$ cat config.mk
export PLATFORM = sky130hd
export DESIGN_NAME = regfile_write_arbiter
export DESIGN_NICKNAME = d
export VERILOG_FILES = /design/src/rtl/regfile_pkg.sv /design/src/rtl/wr_req_fifo.sv /design/src/rtl/regfile_write_arbiter.sv
export SDC_FILE = /design/constraint.sdc
export NUM_CORES = 1
export LEC_CHECK = 0
export CORE_MARGIN = 2
export CORE_UTILIZATION = 52
export DETAILED_ROUTE_END_ITERATION = 10
export PLACE_DENSITY = 0.85
export SYNTH_ARGS = -nofsm -noshare
export SYNTH_HDL_FRONTEND = slang
export SYNTH_SLANG_ARGS = --single-unit
$ cat constraint.sdc
create_clock -name clk -period 16.3 [get_ports clk]
set_input_delay 4.075 -clock clk [delete_from_list [all_inputs] [get_ports clk]]
set_output_delay 4.075 -clock clk [all_outputs]
set_load 0.02 [all_outputs]
$ cat src/rtl/regfile_pkg.sv
// Shared types for the register-file write path.
//   DATA_W / ADDR_W : default write-data and register-index widths
//   wr_req_t        : one queued register write {rd, data}
//   grant_t         : arbitration outcome for the single write port
package regfile_pkg;

    localparam int DATA_W = 64;
    localparam int ADDR_W = 5;

    typedef struct packed {
        logic [ADDR_W-1:0] rd;
        logic [DATA_W-1:0] data;
    } wr_req_t;

    typedef enum logic [1:0] {
        GNT_IDLE  = 2'd0,
        GNT_WB    = 2'd1,
        GNT_DRAIN = 2'd2,
        GNT_FORCE = 2'd3
    } grant_t;

endpackage

$ cat src/rtl/wr_req_fifo.sv
// Small synchronous FIFO holding long-latency-unit write requests.
// Ports:
//   clk, reset  : clock, synchronous active-high reset (clears pointers/count)
//   push        : write push_data at the tail (ignored when full)
//   push_data   : request to enqueue
//   pop         : drop the head entry (ignored when empty)
//   head        : current head entry, valid when !empty
//   full, empty : occupancy flags from the registered count
module wr_req_fifo
    import regfile_pkg::*;
#(
    parameter int DEPTH = 2
) (
    input  logic    clk,
    input  logic    reset,
    input  logic    push,
    input  wr_req_t push_data,
    input  logic    pop,
    output wr_req_t head,
    output logic    full,
    output logic    empty
);

    localparam int PTR_W = (DEPTH > 1) ? $clog2(DEPTH) : 1;
    localparam int CNT_W = $clog2(DEPTH + 1);

    wr_req_t          mem [DEPTH];
    logic [PTR_W-1:0] wr_ptr;
    logic [PTR_W-1:0] rd_ptr;
    logic [CNT_W-1:0] count;
    logic             push_ok;
    logic             pop_ok;

    assign push_ok = push && !full;
    assign pop_ok  = pop && !empty;

    // DEPTH is a power of two, so the pointers wrap by natural overflow.
    always_ff @(posedge clk) begin
        if (reset) begin
            wr_ptr <= '0;
            rd_ptr <= '0;
            count  <= '0;
        end else begin
            if (push_ok) wr_ptr <= wr_ptr + 1'b1;
            if (pop_ok)  rd_ptr <= rd_ptr + 1'b1;
            case ({push_ok, pop_ok})
                2'b10:   count <= count + 1'b1;
                2'b01:   count <= count - 1'b1;
                default: count <= count;
            endcase
        end
    end

    // Storage carries no reset; the count alone defines validity.
    always_ff @(posedge clk) begin
        if (push_ok) mem[wr_ptr] <= push_data;
    end

    assign head  = mem[rd_ptr];
    assign full  = (count == CNT_W'(DEPTH));
    assign empty = (count == '0);

endmodule

$ cat src/rtl/regfile_write_arbiter.sv
// Arbitrates the register file's single write port between the in-order
// writeback stage (WB, priority) and the long-latency unit (LU, buffered).
// A starvation counter forces an LU grant after MAX_WAIT lost cycles.
// Ports:
//   clk, reset                  : clock, synchronous active-high reset
//   wb_valid/wb_rd/wb_data      : WB write request
//   wb_ready                    : WB request accepted this cycle
//   lu_valid/lu_rd/lu_data      : LU result to enqueue
//   lu_ready                    : FIFO can accept
//   rf_we/rf_rd/rf_wdata        : registered register-file write port
//   lu_pending                  : FIFO non-empty (hazard/stall logic)
module regfile_write_arbiter #(
    parameter int DATA_W     = 64,
    parameter int ADDR_W     = 5,
    parameter int FIFO_DEPTH = 2,
    parameter int MAX_WAIT   = 4
) (
    input  logic              clk,
    input  logic              reset,
    input  logic              wb_valid,
    output logic              wb_ready,
    input  logic [ADDR_W-1:0] wb_rd,
    input  logic [DATA_W-1:0] wb_data,
    input  logic              lu_valid,
    output logic              lu_ready,
    input  logic [ADDR_W-1:0] lu_rd,
    input  logic [DATA_W-1:0] lu_data,
    output logic              rf_we,
    output logic [ADDR_W-1:0] rf_rd,
    output logic [DATA_W-1:0] rf_wdata,
    output logic              lu_pending
);

    import regfile_pkg::*;

    localparam logic [3:0] WAIT_LIMIT = 4'(MAX_WAIT);

    wr_req_t    push_req;
    wr_req_t    head_req;
    logic       fifo_full;
    logic       fifo_empty;
    logic       push;
    logic       pop;
    logic       force_drain;
    logic [3:0] wait_cnt;
    grant_t     gnt_p0;

    assign push_req = '{rd: lu_rd, data: lu_data};

    // A full FIFO refuses a push even when it pops in the same cycle,
    // which keeps lu_ready independent of the grant decision.
    assign lu_ready = !reset && !fifo_full;
    assign push     = lu_valid && lu_ready;

    wr_req_fifo #(
        .DEPTH (FIFO_DEPTH)
    ) u_fifo (
        .clk       (clk),
        .reset     (reset),
        .push      (push),
        .push_data (push_req),
        .pop       (pop),
        .head      (head_req),
        .full      (fifo_full),
        .empty     (fifo_empty)
    );

    // ---- stage p0: grant selection ----
    assign force_drain = !fifo_empty && (wait_cnt >= WAIT_LIMIT);

    always_comb begin
        gnt_p0 = GNT_IDLE;
        if (force_drain)      gnt_p0 = GNT_FORCE;
        else if (wb_valid)    gnt_p0 = GNT_WB;
        else if (!fifo_empty) gnt_p0 = GNT_DRAIN;
    end

    assign wb_ready   = !reset && !force_drain;
    assign pop        = !reset && ((gnt_p0 == GNT_FORCE) || (gnt_p0 == GNT_DRAIN));
    assign lu_pending = !fifo_empty;

    // Counts consecutive cycles a queued entry lost to WB; saturates.
    always_ff @(posedge clk) begin
        if (reset) begin
            wait_cnt <= '0;
        end else if (fifo_empty || pop) begin
            wait_cnt <= '0;
        end else if ((gnt_p0 == GNT_WB) && (wait_cnt < WAIT_LIMIT)) begin
            wait_cnt <= wait_cnt + 1'b1;
        end
    end

    // ---- stage p1: registered write port ----
    // Writes to x0 still consume the grant but never assert rf_we.
    always_ff @(posedge clk) begin
        if (reset) begin
            rf_we    <= 1'b0;
            rf_rd    <= '0;
            rf_wdata <= '0;
        end else begin
            case (gnt_p0)
                GNT_WB: begin
                    rf_we    <= (wb_rd != '0);
                    rf_rd    <= wb_rd;
                    rf_wdata <= wb_data;
                end
                GNT_FORCE, GNT_DRAIN: begin
                    rf_we    <= (head_req.rd != '0);
                    rf_rd    <= head_req.rd;
                    rf_wdata <= head_req.data;
                end
                default: begin
                    rf_we    <= 1'b0;
                end
            endcase
        end
    end

endmodule

Word level (Yosys, flattened, before mapping)

Memory sizes are Yosys's and may differ from the RTL's. A register that Yosys moved wholly into a read port is not among the register bits.
Cells that the tools add are included.

$add $sub $neg: 5
Magnitude comparators: 2
Equality and inequality tests: 6
Muxes and demuxes: 11
Reduce and logical (&&, ||, !) cells: 21

Operators by type and width:

| operator                                                                            | number |
|---|---|
| 64-bit one-hot mux with 2 select lines                                              | 1 |
| 5-bit one-hot mux with 2 select lines                                               | 1 |
| 5-bit nonzero test                                                                  | 2 |
| 2-bit equality test, second input constant                                          | 4 |
| 1-bit logical AND                                                                   | 8 |
| 2-bit two-way mux                                                                   | 3 |
| 4-bit by 1-bit adder with 4-bit output, second input constant                       | 1 |
| 2-bit by 1-bit equality test with 1-bit output, second input constant               | 2 |
| 4-bit by 3-bit greater-or-equal comparator with 1-bit output, second input constant | 1 |
| 1-bit zero test                                                                     | 4 |
| 4-bit by 3-bit < comparator with 1-bit output, second input constant                | 1 |
| 1-bit two-way mux                                                                   | 4 |
| 2-bit one-hot mux with 2 select lines                                               | 1 |
| 2-bit nonzero test                                                                  | 2 |
| 2-bit OR reduction                                                                  | 2 |
| 1-bit adder, second input constant                                                  | 2 |
| 2-bit by 1-bit adder with 2-bit output, second input constant                       | 1 |
| 2-bit zero test                                                                     | 1 |
| 1-bit logical OR                                                                    | 2 |
| 1-bit one-hot mux with 2 select lines                                               | 1 |
| 2-bit by 1-bit subtractor with 2-bit output, second input constant                  | 1 |

Register bits: 78
RAM bits: 138
Input bits: 142
Output and inout bits: 73
Logic and storage cells: 53
Memories kept: 1

Memory list:

| name       | words | bits a word | read ports | clocked after memory_dff | wr ports | RTL line          | source |
|---|---|---|---|---|---|---|---|
| u_fifo.mem | 2     | 69          | 1          | 1                        | 1        | wr_req_fifo.sv:27 | `wr_req_t mem [DEPTH];` |

Depth between registers and ports, before layout

Gate-level depths: netlist of the first run.

Depth in word-level cells: 10
Depth in mapped cells: 8

Hierarchy

A second synthesis of the first run with hierarchy kept.

Cells, all modules: 498
Area, all modules: 8139.1 µm²

By module, submodules not included:

| module                | instances | cells each | area each (µm²) | seq. area each (µm²) |
|---|---|---|---|---|
| wr_req_fifo           | 1         | 241        | 5190.0          | 4244.1 |
| regfile_write_arbiter | 1         | 257        | 2949.1          | 1481.4 |

Worst setup path before layout of the first run

Ideal clock, no wire load.

Kind: input to output
Start point: in reset
End point: out wb_ready
Arrival: 4.731 ns
Slack: 7.494 ns
Stages on the path: 3
Path through: buf_2 -> clkbuf_1 -> nor2_1

Word-level cells in the longest chain between the ends: 2

RTL lines:

| item              | RTL line                    | source |
|---|---|---|
| start, declared   | regfile_write_arbiter.sv:19 | `input logic reset,` |
| 1-bit zero test   | regfile_write_arbiter.sv:78 | `assign wb_ready = !reset && !force_drain;` |
| 1-bit logical AND | regfile_write_arbiter.sv:78 |  |
| end, declared     | regfile_write_arbiter.sv:21 | `output logic wb_ready,` |

Every way passes these cells.

Worst setup path after layout of the first run

Start point: in reset
End point: out lu_ready

Word-level cells in the longest chain between the ends: 2

RTL lines:

| item              | RTL line                    | source |
|---|---|---|
| 1-bit zero test   | regfile_write_arbiter.sv:52 | `assign lu_ready = !reset && !fifo_full;` |
| 1-bit logical AND | regfile_write_arbiter.sv:52 |  |
| end, declared     | regfile_write_arbiter.sv:25 | `output logic lu_ready,` |

Every way passes these cells.

==> metrics, run 1 <==
Max VDD drop=91.24 uV; Crit path largest cell delay=0.53 ns; pins over their slew limit=0; final core utilization=73.24%; most frequent cells after synthesis=138 x edfxtp_1, 79 x dfxtp_1, 69 x mux2i_1, 69 x nand2_1, 47 x nor2_1; # DRC=0; XOR/XNOR Fraction of Synth Area=0.4256%; endpoints failing hold=0; number of synthesized flops with an enable pin=138; switching part of the total=27.93%; global route overflow=0; mux share of post-synthesis cell area=12.63%; routed wire length per instance=18.49 um; startpoint types=primary input; CP cell instances=clkdlybuf4s50_1 > buf_4 > inv_1 > o21a_1 > clkdlybuf4s50_1; hold path endpoint=wait_cnt[0]; CTS Root Cell=clkbuf_16; Die Y=129.8 um; Area growth, synth to finish=36.25%; initial core utilization=53.75%; Worst setup EP type=primary output; met2 wire length=10.10 mm; largest net degree at the start of global routing=78; netlist area before placement=8232 um2; Tot Pwr=1542 uW; fin crit share=60.66%; f_max=101.1 MHz; final worst path period need=9.888 ns; Detailed Route WL=19.30 mm; core area=15,310 um2; Die Wd=129.8 um; synthesized area per cell=13.49 um2; clk_lat worst skew=0.49 ns; Rel. slew slack=26.16%; ANT cells=0; overall routing resource usage=22.24%; hold slack=0.4475 ns; vias per inst=5.352; Initial DRC Count=310; Simple-Gate Fraction of Synth Area=6.460%; Synth top area share=50.34%; share of cells above drive strength 1=9.484%; IO Port Bufs=214; Clock Tree Buf Depth=3; P_leak=0.003802 uW; first-pass GRT wire length=29.28 mm; routed vias=5,588; synth warn=0; Slowest-stage cell, CP=clkdlybuf4s50_1; initial antenna violation count=0; Max H-tree Level=1; FF+latch count, synth=217; Gate Count Post-Synth=610; hold depth=1; met1 wire length=7.439 mm; hpwl dp=12.34 mm; Clock Power Share=31.8%; hold buffer count at CTS=0; highest routed layer=met4; status=finished, final reports clean; Critical Path Fanout Max=44; Slew @ Worst Pin=1.105 ns; Final setup viols=0; min-delay worst type=reg2reg; post-synthesis sequential area ratio=69.55%; most used cell, CP=clkdlybuf4s50_1; CP required=12.23 ns; WP data arrival=5.81 ns; Synth Area in Compound Gates=7.874%; max-cap violation count=0; PD cells=137.5 nW/um2; Num Clock Sinks=217; Reg-to-Reg End=u_fifo.mem[1][66]; CP bufs+invs=4; Crit Path Category=in2out; Final Skew=0.01284 ns; crit-path leading delay family=buffers and inverters; Flop pwr share=44.9%; vias in the first global route=5,913; RSZ-0062 raised after global routing=false; R2R Path Start=u_fifo.count[0]; DIE AREA=16,850 um2; R2R setup slack=13.60 ns; Post-synth top flop=edfxtp_1; Worst-path clk slew=0.05 ns; most common cell in the netlist=edfxtp_1; met3 wire length=1.252 mm; DRT antenna net count=0; Num CTS Buffers=23; Cell variety after synth=33; CTS tree=yes; R2R cell count=3; postcts setup bufs=0; cell accounting for the most synthesized area=edfxtp_1; main combinational cell family by area after synthesis=multiplexers; Pre-Repair DR Iteration Count=4; Post-synth ARST share=0%; Synth area leaders=edfxtp_1 50%, dfxtp_1 19%, mux2i_1 8.4%, mux2_2 4.2%, nand2_1 3.1%; adder-cell share of the synthesized area=0.3040%; Comb pwr share=23.3%; io pins=215; cts repair resizes=0; RD Place Congestion=0.7685; Total Negative Setup Slacks=0 ns; Final nets=961; total net switching power=430.8 uW; syn nets=754; P_int=1112 uW; Rows=45; Worst Min Path Start=wait_cnt[0]
-- kinds of logic after synthesis --
logic type | Yosys count
compound gates | 114
mux | 100
xor+xnor | 4
flops | 217
buf+inv | 43
simple gates | 129
other cells | 1
fa+ha+maj | 2
-- worst max path at each step --
stage	start	slack, ns	depth (start not counted)	endpoint
5_1_grt	reset	6.35	5	lu_ready
3_3_place_gp	reset	6.44	5	lu_ready
3_5_place_dp	reset	6.44	5	lu_ready
6_report	reset	6.41	5	lu_ready
4_1_cts	reset	6.43	5	lu_ready
2_1_floorplan	reset	7.49	3	wb_ready
-- metrics by stage --
| stage | area [um2] | std cells | setup slack (ns) |
|---|---|---|---|
| after floorplan | 8232 | 610 | 7.494 |
| after global placement | 10500 | 1003 | 6.445 |
| after detailed placement | 10500 | 1003 | 6.440 |
| after CTS | 11220 | 1044 | 6.432 |
| after global routing | 11220 | 1044 | 6.346 |
| final | 11220 | 1044 | 6.412 |
-- power groups by stage --
stage               clock, uW  sequential (uW)  combinational, uW
floorplan                   0              720                196
global placement            0              701                349
detailed placement          0              705                359
CTS                       499              695                362
global route              521              700                385
finish                    490              693                360
-- layout make-up --
class,instances,area [um2]
sequential,217,5729
fill,985,4099
multi-input combinational,350,2298
timing repair buffer,221,2195
clock buffer,32,639.4
tap,211,264.0
clock inverter,9,75.07
inverter,4,15.01
-- sequential cells by signal, indices dropped and copies added (netlist names), named ones only --
signal         cells
rf_rd              5
rf_wdata          64
rf_we              1
u_fifo.count       2
u_fifo.mem       138
u_fifo.rd_ptr      1
u_fifo.wr_ptr      1
wait_cnt           4
-- cell usage in the layout (no fill, tap or decap), drive strengths merged --
cell type and instances:
xor2 1, clkinv 8, o31ai 4, and2 6, clkbuf 32, o22ai 34
mux2i 69, ha 2, bufinv 1, nand4 1, nor4 1, or3 1
o211ai 1, xnor2 3, inv 4, conb 1, nor3 2, nor2 48
buf 7, clkdlybuf4s50 214, o21ai 69, mux2 31, edfxtp 138, dfxtp 79
nand2 69, or4 1, o21a 3, a21oi 3
-- per-layer routing --
layer	GRT usage [%]	up-vias
met5	0	-
met4	6.831	0
met3	5.412	39
met2	42.16	174
met1	24.50	2736
li1	-	2639
(Power assumes the default switching activity.)
==> inputs of run 2 (changes only) <==
--- a/config.mk
+++ b/config.mk
@@ -6,9 +6,9 @@
 export NUM_CORES = 1
 export LEC_CHECK = 0
 export CORE_MARGIN = 2
-export CORE_UTILIZATION = 52
+export CORE_UTILIZATION = 44
 export DETAILED_ROUTE_END_ITERATION = 10
-export PLACE_DENSITY = 0.85
+export PLACE_DENSITY = 0.76
 export SYNTH_ARGS = -nofsm -noshare
 export SYNTH_HDL_FRONTEND = slang
 export SYNTH_SLANG_ARGS = --single-unit
==> constraint.sdc (replaced) <==
create_clock -name clk -period 8 [get_ports clk]
set_input_delay 2 -clock clk [delete_from_list [all_inputs] [get_ports clk]]
set_output_delay 2 -clock clk [all_outputs]
set_load 0.02 [all_outputs]
==> metrics, run 2 (synthesized netlist as in run 1, its figures left out) <==
RSZ-0062 raised after global routing=false; Num CTS Buffers=22; fin crit share=69.42%; IO Port Bufs=214; Rel. slew slack=19.43%; Crit Path Category=in2out; Place WS=2.439 ns; Initial DRC Count=293; overall routing resource usage=18.48%; Max H-tree Level=1; Worst-path clk slew=0.06 ns; RD Place Congestion=0.7578; cts repair resizes=0; # DRC=0; Detailed Route WL=18.86 mm; CTS tree=yes; PD cells=277.1 nW/um2; final setup margin=2.447 ns; Tot Pwr=3105 uW; Num Clock Sinks=217; final worst path period need=5.553 ns; commonest non-fill, non-tap cell in the layout=clkdlybuf4s50_1; initial antenna violation count=0; global route overflow=0; largest net degree at the start of global routing=78; DIE AREA=19,820 um2; Die Wd=140.8 um; Final Skew=0.009150 ns; endpoints failing hold=0; Max VDD drop=158.4 uV; core area=18,520 um2; commonest non-fill, non-tap cells in the layout=213 x clkdlybuf4s50_1, 138 x edfxtp_1, 78 x dfxtp_1, 69 x mux2i_1, 69 x nand2_1; Top Registers=u_fifo.mem (138), rf_wdata (64), rf_rd (5); Clock Tree Buf Depth=3; CP required=6.00 ns; DRT antenna net count=0; Final setup viols=0; initial core utilization=44.45%; Die Y=140.8 um; pins over their slew limit=0; vias in the first global route=5,673; Rows=50; first-pass GRT wire length=29.12 mm; startpoint types=primary input; vias per inst=5.161; P_leak=0.003789 uW; min-delay worst type=reg2reg; f_max=180.1 MHz; WP data arrival=3.55 ns; share of cells above drive strength 1=9.495%; Area growth, synth to finish=36.13%; ANT cells=0; Worst setup EP type=primary output; status=finished, final reports clean; postcts setup bufs=0; hold buffer count at CTS=0; Final nets=960; largest register by flop count=u_fifo.mem; max-cap violation count=0; Pre-Repair DR Iteration Count=4; routed vias=5,502; CTS Root Cell=clkbuf_16; Critical Path Fanout Max=44; Total Negative Setup Slacks=0 ns; fill count=1,491; max reg flops=138; io pins=215; clk_lat worst skew=0.49 ns; Slew @ Worst Pin=1.205 ns; hpwl dp=11.48 mm; routed wire length per instance=17.70 um
[run 2: cell types whose count changed in the layout (fill, tap and decap cells not counted)]
cell and delta:
buf_2 +1, clkbuf_1 -1, bufinv_16 -1, clkdlybuf4s50_1 -1, clkinv_2 +1, clkinv_1 +1
clkinv_4 -2, inv_6 +1
[run 2: power breakdown]
group	leakage (uW)	switching [uW]	internal (uW)	total, uW
logic	0.00153	421	366	787
clock network	0.000340	406	554	960
registers	0.00192	48.1	1310	1360
[run 2: worst paths after layout]
check / startpoint / slack [ns] / to / depth (start not counted)
worst min register to register: wait_cnt[0] / 0.44 / wait_cnt[0] / 1
worst max-delay path: reset / 2.45 / lu_ready / 4
worst min-delay path: wait_cnt[0] / 0.44 / wait_cnt[0] / 1
worst max register to register: u_fifo.count[0] / 4.63 / rf_wdata[33] / 6
[run 2: layout make-up]
type	count	area, um2	share of cell area (%)
inverters	4	15.01	0.1340
repair buffers	221	2190	19.54
clock inverters	9	45.04	0.4020
clock buffers	31	635.6	5.672
multi-input cells	350	2298	20.51
well taps	234	292.8	2.613
flip-flops and latches	217	5729	51.13
[run 2: metal layers]
metal	share of wire, %	vias up	GRT usage (%)
li1	-	2644	-
met4	3.1	0	6.684
met5	0	-	0
met3	5.2	37	3.261
met2	50	174	33.76
met1	41	2647	21.88
[run 2: worst max-delay path: stages]
cell and delay (ns):
buf_2 0.66, inv_1 0.21, o21a_1 0.16, clkdlybuf4s50_1 0.53
[run 2: per-stage QoR]
step	util (%)	hold WS (ns)	cell area, um2	cells
detailed placement	56.84	0.4334	10530	1026
global placement	56.84	0.4267	10530	1026
CTS	60.51	0.4420	11210	1066
global route	60.51	0.4669	11210	1066
finish	60.51	0.4420	11210	1066
floorplan	-	0.4080	8232	610
==> RTL change (config.mk and constraints of run 2) <==
`DATA_W` is set to 64 in 2 places; all go to 96.
--- a/src/rtl/regfile_pkg.sv
+++ b/src/rtl/regfile_pkg.sv
@@ -4,7 +4,7 @@
 //   grant_t         : arbitration outcome for the single write port
 package regfile_pkg;
 
-    localparam int DATA_W = 64;
+    localparam int DATA_W = 96;
     localparam int ADDR_W = 5;
 
     typedef struct packed {
--- a/src/rtl/regfile_write_arbiter.sv
+++ b/src/rtl/regfile_write_arbiter.sv
@@ -10,7 +10,7 @@
 //   rf_we/rf_rd/rf_wdata        : registered register-file write port
 //   lu_pending                  : FIFO non-empty (hazard/stall logic)
 module regfile_write_arbiter #(
-    parameter int DATA_W     = 64,
+    parameter int DATA_W     = 96,
     parameter int ADDR_W     = 5,
     parameter int FIFO_DEPTH = 2,
     parameter int MAX_WAIT   = 4
Ports: changed (resized lu_data, rf_wdata and wb_data); port bits go from 215 to 311. No check against the original RTL was run, so the function may have changed too.
==> RTL change against run 2 <==
Sequential share of layout area shrank 0.31 points; total power grew 50%; synthesized area grew 43%; sequential power grew 48%; routed wire length grew 51%; non-clock buffer count grew 98; highest routed layer unchanged; count of clock-buffer cells in the layout grew 13; final area grew 46%; worst setup slack gained 38 ps; sequential cell count grew 96; die area grew 42%; utilization grew 1.7 points.
==> RTL change: results (changes against run 2) <==
metric,value,unit,change
outcome,completed,,
post_synth.cell_area_avg,13.6,um^2,+0.85%
multi_input_area_share,0.199,,-0.00597
nonClockBufferCount,319,,+44%
ys_top_cells_by_count,"202 x edfxtp_1, 111 x dfxtp_1, 103 x nand2_1",,
clkSinkCount,313,,+44%
dp_cells,1464,,+43%
grt_max_degree,102,,+31%
place_congestion,0.750,,-1.1%
power_frac_seq,0.430,,-0.007
crit_path_top_delay_cell,clkdlybuf4s50_1,,
grt_pass1_vias,8180,,+44%
clock_buffers,44,,+42%
fin_cells,1526,,+43%
design_area,0.0163,mm^2,+46%
switching_power,1.28,mW,+46%
finalClockSkew,12.7,ps,+3.54 ps
synth-edff-count,202,,+46%
grtUsageMet2,0.330,,-0.00747
timing.reg2reg.setup_slack,4990,ps,+360 ps
gr-usage-met3,0.0399,,+0.00733
buffer_area_frac,0.196,,about the same
nets,1373,,+43%
met3RoutedLength,1.69,mm,+72%
clk-power,1.59,mW,+66%
-- RTL change: changes by cell type after synthesis, sizes merged, moves of 14 or more --
cell | before | now
mux2 | 31 | 51
o21ai | 69 | 103
dfxtp | 79 | 111
mux2i | 69 | 101
edfxtp | 138 | 202
nand2 | 69 | 103
o22ai | 34 | 50
nor2 | 48 | 62
-- RTL change: how the worst max path moves through the flow --
| stage | startpoint | to | slack, ps |
|---|---|---|---|
| after floorplan | reset | u_fifo.mem[0][0]$_DFFE_PP_ | 960 |
| after CTS | reset | wb_ready | 2460 |
| after global placement | reset | wb_ready | 2470 |
| final | reset | wb_ready | 2480 |
| after detailed placement | reset | wb_ready | 2460 |
| after global routing | reset | wb_ready | 2390 |
-- RTL change: logic make-up after synthesis --
group | share of synthesized area
muxes | 0.135
and+or+nand+nor | 0.0578
adders and majority gates | 0.00212
buffers and inverters | 0.0251
xor gates and xnor gates | 0.00297
AOI/OAI and AO/OA | 0.0740
DFF | 0.703
other | 0.000318
